`src/rtl/alu_seq.sv`:
```
// Sequential ALU: single-cycle ops plus a bit-serial shift-add multiplier.
// Valid/ready handshake on both sides, one operation in flight at a time.
module alu_seq #(
  parameter int WIDTH = 16
) (
  input  logic             clk,
  input  logic             reset_n,
  input  logic             in_valid,
  output logic             in_ready,
  input  logic [WIDTH-1:0] in_a,
  input  logic [WIDTH-1:0] in_b,
  input  logic [3:0]       select,
  output logic             out_valid,
  input  logic             out_ready,
  output logic [WIDTH-1:0] alu_out,
  output logic [3:0]       flags
);

  localparam int SW = $clog2(WIDTH);

  localparam logic [1:0] IDLE = 2'd0;
  localparam logic [1:0] MUL  = 2'd1;
  localparam logic [1:0] DONE = 2'd2;

  localparam logic [SW-1:0] LAST = SW'(WIDTH - 1);

  logic [1:0]       state_q, state_d;
  logic [WIDTH-1:0] alu_out_q, alu_out_d;
  logic [3:0]       flags_q, flags_d;
  logic [WIDTH-1:0] mcand_q, mcand_d;
  logic [WIDTH-1:0] mplier_q, mplier_d;
  logic [WIDTH-1:0] acc_q, acc_d;
  logic [SW-1:0]    cnt_q, cnt_d;

  logic [WIDTH:0]   sum;
  logic [WIDTH-1:0] diff;
  logic [SW-1:0]    sh;
  logic [WIDTH-1:0] res;
  logic             c_f, v_f, undef;
  logic [3:0]       res_flags;
  logic [WIDTH-1:0] acc_step;

  always_comb begin
    sum   = {1'b0, in_a} + {1'b0, in_b};
    diff  = in_a - in_b;
    sh    = in_b[SW-1:0];
    res   = '0;
    c_f   = 1'b0;
    v_f   = 1'b0;
    undef = 1'b0;
    case (select)
      4'b0000: begin
        res = sum[WIDTH-1:0];
        c_f = sum[WIDTH];
        v_f = (in_a[WIDTH-1] == in_b[WIDTH-1]) &&
              (sum[WIDTH-1] != in_a[WIDTH-1]);
      end
      4'b0001: begin
        res = diff;
        c_f = in_a < in_b;
        v_f = (in_a[WIDTH-1] != in_b[WIDTH-1]) &&
              (diff[WIDTH-1] != in_a[WIDTH-1]);
      end
      4'b0010: res = in_a & in_b;
      4'b0011: res = in_a | in_b;
      4'b0100: res = in_a ^ in_b;
      4'b0101: res = in_a << sh;
      4'b0110: res = in_a >> sh;
      4'b0111: begin
        if (in_a > in_b)      res = WIDTH'(1);
        else if (in_a < in_b) res = WIDTH'(2);
        else                  res = '0;
      end
      4'b1000: res = $unsigned($signed(in_a) >>> sh);
      default: undef = 1'b1;
    endcase
    // Unassigned opcodes report all-zero flags, including Z
    if (undef) res_flags = 4'b0000;
    else res_flags = {res[WIDTH-1], res == '0, c_f, v_f};
  end

  assign acc_step = acc_q + (mplier_q[0] ? mcand_q : '0);

  always_comb begin
    state_d   = state_q;
    alu_out_d = alu_out_q;
    flags_d   = flags_q;
    mcand_d   = mcand_q;
    mplier_d  = mplier_q;
    acc_d     = acc_q;
    cnt_d     = cnt_q;
    case (state_q)
      IDLE: begin
        if (in_valid) begin
          if (select == 4'b1001) begin
            state_d  = MUL;
            mcand_d  = in_a;
            mplier_d = in_b;
            acc_d    = '0;
            cnt_d    = '0;
          end else begin
            state_d   = DONE;
            alu_out_d = res;
            flags_d   = res_flags;
          end
        end
      end
      MUL: begin
        acc_d    = acc_step;
        mcand_d  = mcand_q << 1;
        mplier_d = mplier_q >> 1;
        cnt_d    = cnt_q + SW'(1);
        if (cnt_q == LAST) begin
          state_d   = DONE;
          alu_out_d = acc_step;
          flags_d   = {acc_step[WIDTH-1], acc_step == '0, 2'b00};
        end
      end
      DONE: begin
        if (out_ready) state_d = IDLE;
      end
      default: state_d = IDLE;
    endcase
  end

  always_ff @(posedge clk or negedge reset_n) begin
    if (!reset_n) begin
      state_q   <= IDLE;
      alu_out_q <= '0;
      flags_q   <= '0;
      mcand_q   <= '0;
      mplier_q  <= '0;
      acc_q     <= '0;
      cnt_q     <= '0;
    end else begin
      state_q   <= state_d;
      alu_out_q <= alu_out_d;
      flags_q   <= flags_d;
      mcand_q   <= mcand_d;
      mplier_q  <= mplier_d;
      acc_q     <= acc_d;
      cnt_q     <= cnt_d;
    end
  end

  assign in_ready  = (state_q == IDLE);
  assign out_valid = (state_q == DONE);
  assign alu_out   = alu_out_q;
  assign flags     = flags_q;

endmodule

```
`config.mk`:
```
export PLATFORM = sky130hd
export DESIGN_NAME = alu_seq
export DESIGN_NICKNAME = d
export VERILOG_FILES = /design/src/rtl/alu_seq.sv
export SDC_FILE = /design/constraint.sdc
export NUM_CORES = 1
export LEC_CHECK = 0
export ABC_AREA = 1
export CAP_MARGIN = 20
export CELL_PAD_IN_SITES_DETAIL_PLACEMENT = 1
export CELL_PAD_IN_SITES_GLOBAL_PLACEMENT = 2
export CORE_UTILIZATION = 26
export CTS_CLUSTER_SIZE = 30
export DETAILED_ROUTE_END_ITERATION = 8
export HOLD_SLACK_MARGIN = 0.08
export PLACE_DENSITY = 0.72
export SYNTH_ARGS = -nofsm -noshare
export SYNTH_HDL_FRONTEND = slang
export SYNTH_SLANG_ARGS = --single-unit
```
`constraint.sdc`:
```
create_clock -name clk -period 2.81 [get_ports clk]
set_clock_uncertainty 0.1 [all_clocks]
set_input_delay 0.562 -clock clk [delete_from_list [all_inputs] [get_ports clk]]
set_output_delay 0.562 -clock clk [all_outputs]
set_load 0.005 [all_outputs]
```
==> reports/results.tsv <==
metric	value	unit
outcome	finished, final reports clean	
Initial Util	26.6	%
Area Growth Syn to Fin	52.0	%
DRC viols	0	
Least-Margin Pin Slew	622	ps
Synth area leaders	dfrtp_1 (22%), nand2_1 (21%), ha_1 (9.6%)	
fraction of layout cells with a size suffix above 1	30.4	%
final net count	1841	
vias in the first global route	11300	
min Tclk post-route	2780	ps
routability cong.	0.924	
pre-CTS setup slack	-948	ps
part of the Yosys area used for sequential elements	21.9	%
Combinational Power Share	64.6	%
design area	12900	µm²
kind of critical path	in -> reg	
Placed Area	11600	µm²
GR Util All Layers	26.3	%
TritonCTS clock tree	yes	
largest net degree at the start of global routing	46	
Hold WS	132	ps
Tcrit/Tclk final	99.0	%
max-cap violations	0	
CTS Buf Count	9	
Cell Rows	65	
Lkg Pwr	6.64	nW
CTS Sinks	74	
crit start category	primary input	
H-tree Lvls	3	
fill cell count	4163	
clock network power share	13.6	%
Switching Share	46.2	%
FF+latch count, synth	74	
PD cells	698	nW/µm²
initial antenna violation count	1	
reg2reg start	mplier_q[0]	
RSZ-0062 raised after global routing	yes	
Critical Path End Type	flip-flop	
routed vias	10800	
crit-path max FO	6	
number of I/O pins	62	
GRT overflow	0	
global-route wire length before repair	65900	µm
die width	182	µm
Fmax	360	MHz
most frequent cell after synthesis	nand2_1	
Port Buffers	61	
dpl hpwl	35500	µm
design internal power	4.83	mW
Starting DRT DRC Count	657	
Synth warnings	0	
maximum VDD drop	0.382	mV
most frequent cells after synthesis	nand2_1 (473), nand3_1 (158), nor2_1 (147), inv_1 (145), dfrtp_1 (74)	
Synth Area per Inst	5.96	µm²
Max Root-Sink Buffers	2	
Root Buffer	clkbuf_16	
Via density	4.95	
die area	33300	µm²
Top FF cell, synth	dfrtp_1	
sequence of cells on the critical path	clkdlybuf4s50_1 > inv_1 > ha_4 > nand2_1 > inv_2 > nand2_2 > nor3_4 > nand2_2 > nand2_2 > nand2_1 > nand2_1 > nor2_1 > buf_4 > nor2_1 > nand2_1 > nor2_1 > nand4_1 > nand2_1 > nand2_1 > nand2_1	
most frequent CP cell	nand2_1	
sequential power share	21.7	%
wire per inst	20.0	µm
Net Sw Power	4.14	mW
crit-path leading delay family	simple AND/OR/NAND/NOR gates	
# setup viols final	0	
DR pass1 iterations	4	
Fin. Hold Viols	0	
R2R Path End	flags[2]	
fin worst setup slack	29.1	ps
Yosys cell types	46	
DRT Wirelength	43500	µm
post-synth top area cell	dfrtp_1	
Synth Cell Area	8460	µm²
r2r worst-path depth	15	
accumulated negative setup slack	0	ps
Critical Path Slowest Stage Cell	clkdlybuf4s50_1	
overall power	8.97	mW
top-area cell type share of the netlist area	21.9	%
worst hold path type	in -> async	
cells after synthesis	1419	
crit-path max cell delay	500	ps
Slew HR	58.6	%
Mapped Nets	1527	
EDFF count, synth	0	
Slew Limit Fails	0	
clk slew on worst S/H paths	60	ps
Worst Path Arrival	2970	ps
CP required	3000	ps
antenna cell count	0	
R2R Setup Slk	60	ps
WP buf/inv	4	
asr flop ratio synth	100	%
Core Area	31800	µm²
Clk Latency, worst-skew pair	350	ps
Antenna Nets Post-Route	0	
crit path from	in_a[8]	
Die Y	182	µm
[layout make-up]
type                            count  area (µm²)  area share, %
Multi-Input combinational cell   1130        6520           50.7
Timing Repair Buffer              361        3040           23.6
Sequential cell                    74        1850           14.4
Inverter                          157         596           4.63
Tap cell                          435         544           4.24
Clock buffer                        9         225           1.75
Clock inverter                      7        83.8          0.652
[placed cells by master (no fill, tap or decap), drive strengths merged, types with 4 or more instances in the layout]
cell type | netlist | final
a21oi | 66 | 66
clkdlybuf4s50 | 0 | 31
dlymetal6s2s | 0 | 16
clkbuf | 21 | 9
o211ai | 23 | 23
nand4 | 15 | 15
dlygate4sd2 | 0 | 13
dfrtp | 74 | 74
o31ai | 4 | 4
nand2 | 482 | 482
inv | 156 | 159
a31oi | 31 | 31
o22ai | 5 | 5
or2 | 10 | 10
nor2 | 152 | 152
nand3 | 158 | 158
nor3 | 15 | 15
o21bai | 4 | 4
buf | 37 | 301
ha | 65 | 65
o21ai | 63 | 63
xnor2 | 4 | 4
xor2 | 14 | 14
[worst max-delay path by stage]
stage,endpoint,slack [ps],depth (start not counted)
after floorplan,flags[2],60,20
after global placement,flags[2],-980,19
after detailed placement,flags[2],-950,19
after CTS,flags[2],-20,20
after global routing,flags[2],-100,15
final,flags[2],30,20
[cell families after synthesis]
| kind of cell | share of synthesized area, % |
|---|---|
| simple gates | 41.3 |
| buf+inv | 10.5 |
| compound gates | 14.1 |
| flops | 21.9 |
| fa+ha+maj | 10.3 |
| xor+xnor | 1.86 |
[worst register-to-register path: stages, from the launching register on]
cell and delay [ps]:
dfrtp_1 420, nand2_2 100, inv_2 40, ha_4 150, fa_2 370, buf_6 150
xor2_4 150, nor4_2 260, nand2_1 140, nor3_4 180, nand3_2 100, nor2_2 120
nand4_1 190, nand2_1 110, nand2_1 60, nand2_1 60
[power groups by stage]
stage          clock (mW)  combinational, mW  sequential, mW
5_1_grt              1.28               6.35            2.01
2_1_floorplan           0               2.75            1.82
4_1_cts              1.25               4.94            1.93
6_report             1.22               5.80            1.95
3_5_place_dp            0               4.78            1.93
3_3_place_gp            0               4.69            1.92
[state kept, by name, summed over array words and instances (netlist names)]
signal and count:
alu_out 16, mplier_q 16, state_q 2, mcand_q 16, flags 4, cnt_q 4, acc_q 16
[per-stage QoR]
step / util, % / cells
global route: 40.4 / 2173
floorplan: - / 1419
finish: 40.4 / 2173
detailed placement: 36.3 / 2140
CTS: 38.5 / 2162
global placement: 36.3 / 2140
[routing by layer]
layer  track usage [%]  routed length, µm  share of wire [%]
met1              34.9              20100                 46
met2              44.1              20200                 46
met3              2.10               1580                3.6
met4              10.2               1660                3.8
met5                 0                  0                  0
[what timing repair did]
action	CTS	global route
hold buffers	0	0
buffers inserted	6	10
cloned	0	1
gates resized for setup	98	157
pin swaps	23	37
endpoints found under the setup margin	21	17
Power figures use the tool's default switching activity.
